==> src/rtl/fb_scan_arbiter.sv <==
// fb_scan_arbiter: shares one synchronous-read pixel RAM between VGA scan-out
// (priority, one read per 4-pixel group) and host writes / clear-screen fill
// (remaining slots). All VGA outputs carry a fixed 3-cycle latency.
module fb_scan_arbiter #(
   parameter int FB_W   = 160,
   parameter int FB_H   = 120,
   parameter int ADDR_W = 15
) (
   input  logic              clk_25,
   input  logic              reset,
   input  logic [9:0]        counter_x,
   input  logic [9:0]        counter_y,
   input  logic              in_display_area,
   input  logic              hsync_in,
   input  logic              vsync_in,
   input  logic              wr_valid,
   output logic              wr_ready,
   input  logic [7:0]        wr_x,
   input  logic [6:0]        wr_y,
   input  logic [2:0]        wr_color,
   output logic              wr_drop,
   input  logic              clear_start,
   input  logic [2:0]        clear_color,
   output logic              clear_busy,
   output logic              clear_done,
   output logic              ram_en,
   output logic              ram_we,
   output logic [ADDR_W-1:0] ram_addr,
   output logic [2:0]        ram_wdata,
   input  logic [2:0]        ram_rdata,
   output logic [2:0]        pixel,
   output logic              hsync_out,
   output logic              vsync_out
);

   typedef enum logic {IDLE, CLEAR} state_e;

   localparam logic [8:0]        FB_W_L = 9'(FB_W);
   localparam logic [7:0]        FB_H_L = 8'(FB_H);
   localparam logic [ADDR_W-1:0] LAST   = ADDR_W'(FB_W * FB_H - 1);

   // y*160 + x built from shifts so no multiplier is needed
   function automatic logic [ADDR_W-1:0] pix_addr(input logic [7:0] x, input logic [6:0] y);
      logic [ADDR_W-1:0] yy;
      yy = ADDR_W'(y);
      return (yy << 7) + (yy << 5) + ADDR_W'(x);
   endfunction

   state_e            state_q, state_d;
   logic [ADDR_W-1:0] clr_cnt_q, clr_cnt_d;
   logic [2:0]        clr_col_q, clr_col_d;
   logic              ram_en_q, ram_en_d;
   logic              ram_we_q, ram_we_d;
   logic [ADDR_W-1:0] ram_addr_q, ram_addr_d;
   logic [2:0]        ram_wdata_q, ram_wdata_d;
   logic              clear_done_q, clear_done_d;
   logic              wr_drop_q, wr_drop_d;
   logic              rvld_q;
   logic [2:0]        hold_q;
   logic [2:0]        de_q, hs_q, vs_q;

   logic rd_slot, in_range, xfer;
   logic unused_ok;

   assign unused_ok = ^{counter_y[9], counter_y[1:0]};

   // slot decode and host handshake
   always_comb begin
      rd_slot  = in_display_area && (counter_x[1:0] == 2'b00);
      in_range = ({1'b0, wr_x} < FB_W_L) && ({1'b0, wr_y} < FB_H_L);
      wr_ready = !rd_slot && (state_q == IDLE) && !reset;
      xfer     = wr_valid && wr_ready;
   end

   // next-state: port arbitration (scan > fill > host) and fill FSM
   always_comb begin
      state_d      = state_q;
      clr_cnt_d    = clr_cnt_q;
      clr_col_d    = clr_col_q;
      ram_en_d     = 1'b0;
      ram_we_d     = 1'b0;
      ram_addr_d   = ram_addr_q;
      ram_wdata_d  = ram_wdata_q;
      clear_done_d = 1'b0;
      wr_drop_d    = xfer && !in_range;

      if (rd_slot) begin
         ram_en_d   = 1'b1;
         ram_addr_d = pix_addr(counter_x[9:2], counter_y[8:2]);
      end else if (state_q == CLEAR) begin
         ram_en_d    = 1'b1;
         ram_we_d    = 1'b1;
         ram_addr_d  = clr_cnt_q;
         ram_wdata_d = clr_col_q;
         clr_cnt_d   = clr_cnt_q + ADDR_W'(1);
         if (clr_cnt_q == LAST) begin
            state_d      = IDLE;
            clear_done_d = 1'b1;
         end
      end else if (xfer && in_range) begin
         ram_en_d    = 1'b1;
         ram_we_d    = 1'b1;
         ram_addr_d  = pix_addr(wr_x, wr_y);
         ram_wdata_d = wr_color;
      end

      // a host write in the same cycle still goes out; the fill starts next slot
      if (state_q == IDLE && clear_start) begin
         state_d   = CLEAR;
         clr_col_d = clear_color;
         clr_cnt_d = '0;
      end
   end

   // state, RAM port and 3-stage VGA alignment pipelines
   always_ff @(posedge clk_25) begin
      if (reset) begin
         state_q      <= IDLE;
         clr_cnt_q    <= '0;
         clr_col_q    <= '0;
         ram_en_q     <= 1'b0;
         ram_we_q     <= 1'b0;
         ram_addr_q   <= '0;
         ram_wdata_q  <= '0;
         clear_done_q <= 1'b0;
         wr_drop_q    <= 1'b0;
         rvld_q       <= 1'b0;
         hold_q       <= '0;
         de_q         <= '0;
         hs_q         <= {3{hsync_in}};
         vs_q         <= {3{vsync_in}};
      end else begin
         state_q      <= state_d;
         clr_cnt_q    <= clr_cnt_d;
         clr_col_q    <= clr_col_d;
         ram_en_q     <= ram_en_d;
         ram_we_q     <= ram_we_d;
         ram_addr_q   <= ram_addr_d;
         ram_wdata_q  <= ram_wdata_d;
         clear_done_q <= clear_done_d;
         wr_drop_q    <= wr_drop_d;
         rvld_q       <= ram_en_q && !ram_we_q;
         if (rvld_q) hold_q <= ram_rdata;
         de_q         <= {de_q[1:0], in_display_area};
         hs_q         <= {hs_q[1:0], hsync_in};
         vs_q         <= {vs_q[1:0], vsync_in};
      end
   end

   assign ram_en     = ram_en_q;
   assign ram_we     = ram_we_q;
   assign ram_addr   = ram_addr_q;
   assign ram_wdata  = ram_wdata_q;
   assign clear_done = clear_done_q;
   assign clear_busy = (state_q == CLEAR);
   assign wr_drop    = wr_drop_q;
   assign pixel      = de_q[2] ? hold_q : 3'b000;
   assign hsync_out  = hs_q[2];
   assign vsync_out  = vs_q[2];

endmodule

==> config.mk <==
export PLATFORM = sky130hd
export DESIGN_NAME = fb_scan_arbiter
export DESIGN_NICKNAME = d
export VERILOG_FILES = /design/src/rtl/fb_scan_arbiter.sv
export SDC_FILE = /design/constraint.sdc
export NUM_CORES = 1
export LEC_CHECK = 0
export BUFFER_PORTS_ARGS = -buffer_cell sky130_fd_sc_hd__buf_2
export CORE_ASPECT_RATIO = 0.8
export CORE_MARGIN = 5
export CORE_UTILIZATION = 57
export CTS_CLUSTER_DIAMETER = 60
export CTS_CLUSTER_SIZE = 10
export DETAILED_ROUTE_END_ITERATION = 8
export PLACE_DENSITY = 0.82
export SYNTH_ARGS = -nofsm -noshare
export SYNTH_HDL_FRONTEND = slang
export SYNTH_SLANG_ARGS = --single-unit
export TNS_END_PERCENT = 1
==> constraint.sdc <==
create_clock -name clk_25 -period 3.8 [get_ports clk_25]
set_input_delay 0.38 -clock clk_25 [delete_from_list [all_inputs] [get_ports clk_25]]
set_output_delay 0.38 -clock clk_25 [all_outputs]
set_load 0.02 [all_outputs]
==> impl_metrics.tcl <==
set metrics [dict create \
    status "finished clean" \
    postCtsSetupRepairBufs 0 \
    rsz0062_at_grt "no" \
    die_w_um 91.8 \
    drt_iter0_drc 92 \
    grt.total_usage 0.205 \
    h-tree-depth 2 \
    start_kind "primary input" \
    viasPerCell 5.45 \
    grt_max_degree 43 \
    coreArea_sq_um 5090 \
    synthMuxAreaShare 0.0525 \
    synth_top_cell_area_share 0.354 \
    die_h_um 75.4 \
    cts_sinks 54 \
    synth-seq-cells 54 \
    syn_inst 352 \
    tns_ns 0 \
    crit_arrival_ns 2.69 \
    hpwl_um 5330 \
    setup_viol 0 \
    syn_area_per_cell_sq_um 8.67 \
    syn-num-nets 434 \
    holdCritPathClass "primary input to flop" \
    vdd_drop_max_uv 225 \
    worstMarginPinSlew_ns 0.818 \
    row_count 23 \
    gp_congestion 0.852 \
    postRouteAntennaNets 0 \
    r2r_setup_slack_ns 1.43 \
    slew_violations 0 \
    critical_path_class "primary input to flop" \
    drv_cap 0 \
    slew-limit-headroom 0.454 \
    dieArea_sq_um 6920 \
    syn_area_sq_um 3050 \
    grt_antenna_before_repair 0 \
    first_global_vias 2501 \
    areaGrowthSynthToFinish_pct 17.6 \
    final_util 0.704 \
    drc_errors 0 \
    synth_fa_ha_area_frac 0.137 \
    dr.pass1.iters 4 \
    cts_resized 0 \
    yosysWarnings 0 \
    fin_crit_ns 2.48 \
    dp_cells 479 \
    synth_top_area_cell "dfxtp_1" \
    postCtsHoldBufs 0 \
    synth-compound-area-share 0.142 \
    num_antenna_cells 0 \
    synth_cell_types 42 \
    synthTopCellsByCount "nor2_1, dfxtp_1, ha_1" \
    clk_pin_slew_worst_paths_ns 0.10 \
    hold_violations 0 \
    instances_no_fill 487 \
    cts_tree "yes" \
    power.leakage_nw 1.68 \
    cp_max_fo 3 \
    synthSimpleGateAreaFrac 0.204 \
    finClkSkew_ns 0.00736 \
    fmax_mhz 403 \
    holdWs_ns 0.184 \
    nNetsFinal 506 \
    fill_cells 434 \
    fin_crit_sh 0.652 \
    overflow 0 \
    drive_gt1_frac 0.219 \
    critPathRequiredTime_ns 4.01 \
    power_density_nw_per_um2 378 \
    async_flop_share 0 \
    cts_made_buffers 5 \
    start_util 0.599 \
    synth_top_family_by_area "simple AND/OR/NAND/NOR gates" \
    wl_um 6920 \
    synth_edf_count 0 \
    synthFlopType "dfxtp_1" \
    synth-seq-area-share 0.354 \
    end_kind "flop" \
    vias 2654 \
    grt_pass1_wl_um 11300 \
    port_buffers 76 \
    ios 80 \
    yosys.cell_count.top_type "nor2_1" \
    insertion_delay_ns 0.31 \
    ys_top_cells_by_area "dfxtp_1, ha_1, nor2_1" \
    avgRoutedWirePerCell_um 14.2 \
    clockBufferDepth 2 \
    root_buffer "clkbuf_8" \
    synth_xor_area_frac 0.0718 \
]
## flip-flops by register name, summed over array words and instances (netlist names), 3 cells and up
signal and count:
clr_cnt_q 15, ram_addr 15, clr_col_q 3, de_q 3, hold_q 3, hs_q 3
ram_wdata 3, vs_q 3
## final timing paths
check | cells after the start | startpoint | end
worst min register to register | 1 | ram_we | rvld_q
worst min-delay path | 1 | hsync_in | hs_q[0]
worst max-delay path | 11 | wr_x[7] | ram_addr[12]
worst max register to register | 6 | clear_busy | clr_cnt_q[11]
## power by group
part	total, W	internal (W)	switching, W
clock network	0.000396	0.000200	0.000196
logic	0.000344	0.000147	0.000196
registers	0.000618	0.000598	0.0000202
## critical path, cell delays in order
cell and delay [ns]:
buf_2 0.08, inv_1 0.05, fa_1 0.53, inv_1 0.07
fa_1 0.45, a211oi_1 0.40, o21bai_1 0.13, a21oi_1 0.19
xor2_1 0.17, a21oi_1 0.09, a21o_1 0.16
## metrics by stage
stage / power, W / worst slack [ns] / instance area, sq um
6_report: 0.00136 / 1.32 / 3590
5_1_grt: 0.00144 / 1.16 / 3590
4_1_cts: 0.00136 / 1.33 / 3590
3_5_place_dp: 0.000974 / 1.01 / 3470
3_3_place_gp: 0.000964 / 1.03 / 3470
2_1_floorplan: 0.000870 / 1.27 / 3050
## metal layers
layer | vias to the layer above | part of all wire | global-route usage
met1 | 1204 | 0.47 | 0.272
li1 | 1368 | - | -
met4 | 0 | 0.017 | 0.0708
met5 | - | 0 | 0
met2 | 67 | 0.46 | 0.338
met3 | 15 | 0.058 | 0.0444
## final cells by class
cell class,count,area [sq um],area share
well taps,62,77.6,0.0216
repair buffers,79,403,0.112
clock inverters,3,47.5,0.0133
flip-flops and latches,54,1080,0.301
clock buffers,5,68.8,0.0192
inverters,15,56.3,0.0157
multi-input cells,269,1850,0.517
## cells in the final DEF (no fill, tap or decap), types with 3 or more instances in the layout
cell type  Yosys  layout
xnor2_1       12      12
nand3_1        8       8
xor2_1        13      13
o21ai_0       11      11
dfxtp_1       54      54
mux2i_1       16      16
nor2_1        63      63
clkbuf_8       0       5
buf_4          0       3
and2_1         3       3
o21a_1         3       3
nor3b_1        3       3
nand2_1       18      18
buf_2          6      76
nor3_1        10      10
and3_1         5       5
a21oi_1       19      19
fa_1           4       4
nor2b_1        8       8
a211oi_1      15      15
ha_1          27      27
or2_2          3       3
inv_1         15      15
## kinds of logic (layout without fill, tap and decap cells)
family | after synthesis | after routing
buffers and inverters | 29 | 102
DFF | 54 | 54
muxes | 16 | 16
adders and majority gates | 31 | 31
and+or+nand+nor | 131 | 131
xor gates and xnor gates | 25 | 25
AOI/OAI and AO/OA | 66 | 66
Note: power is estimated with default switching activity, not from simulation.
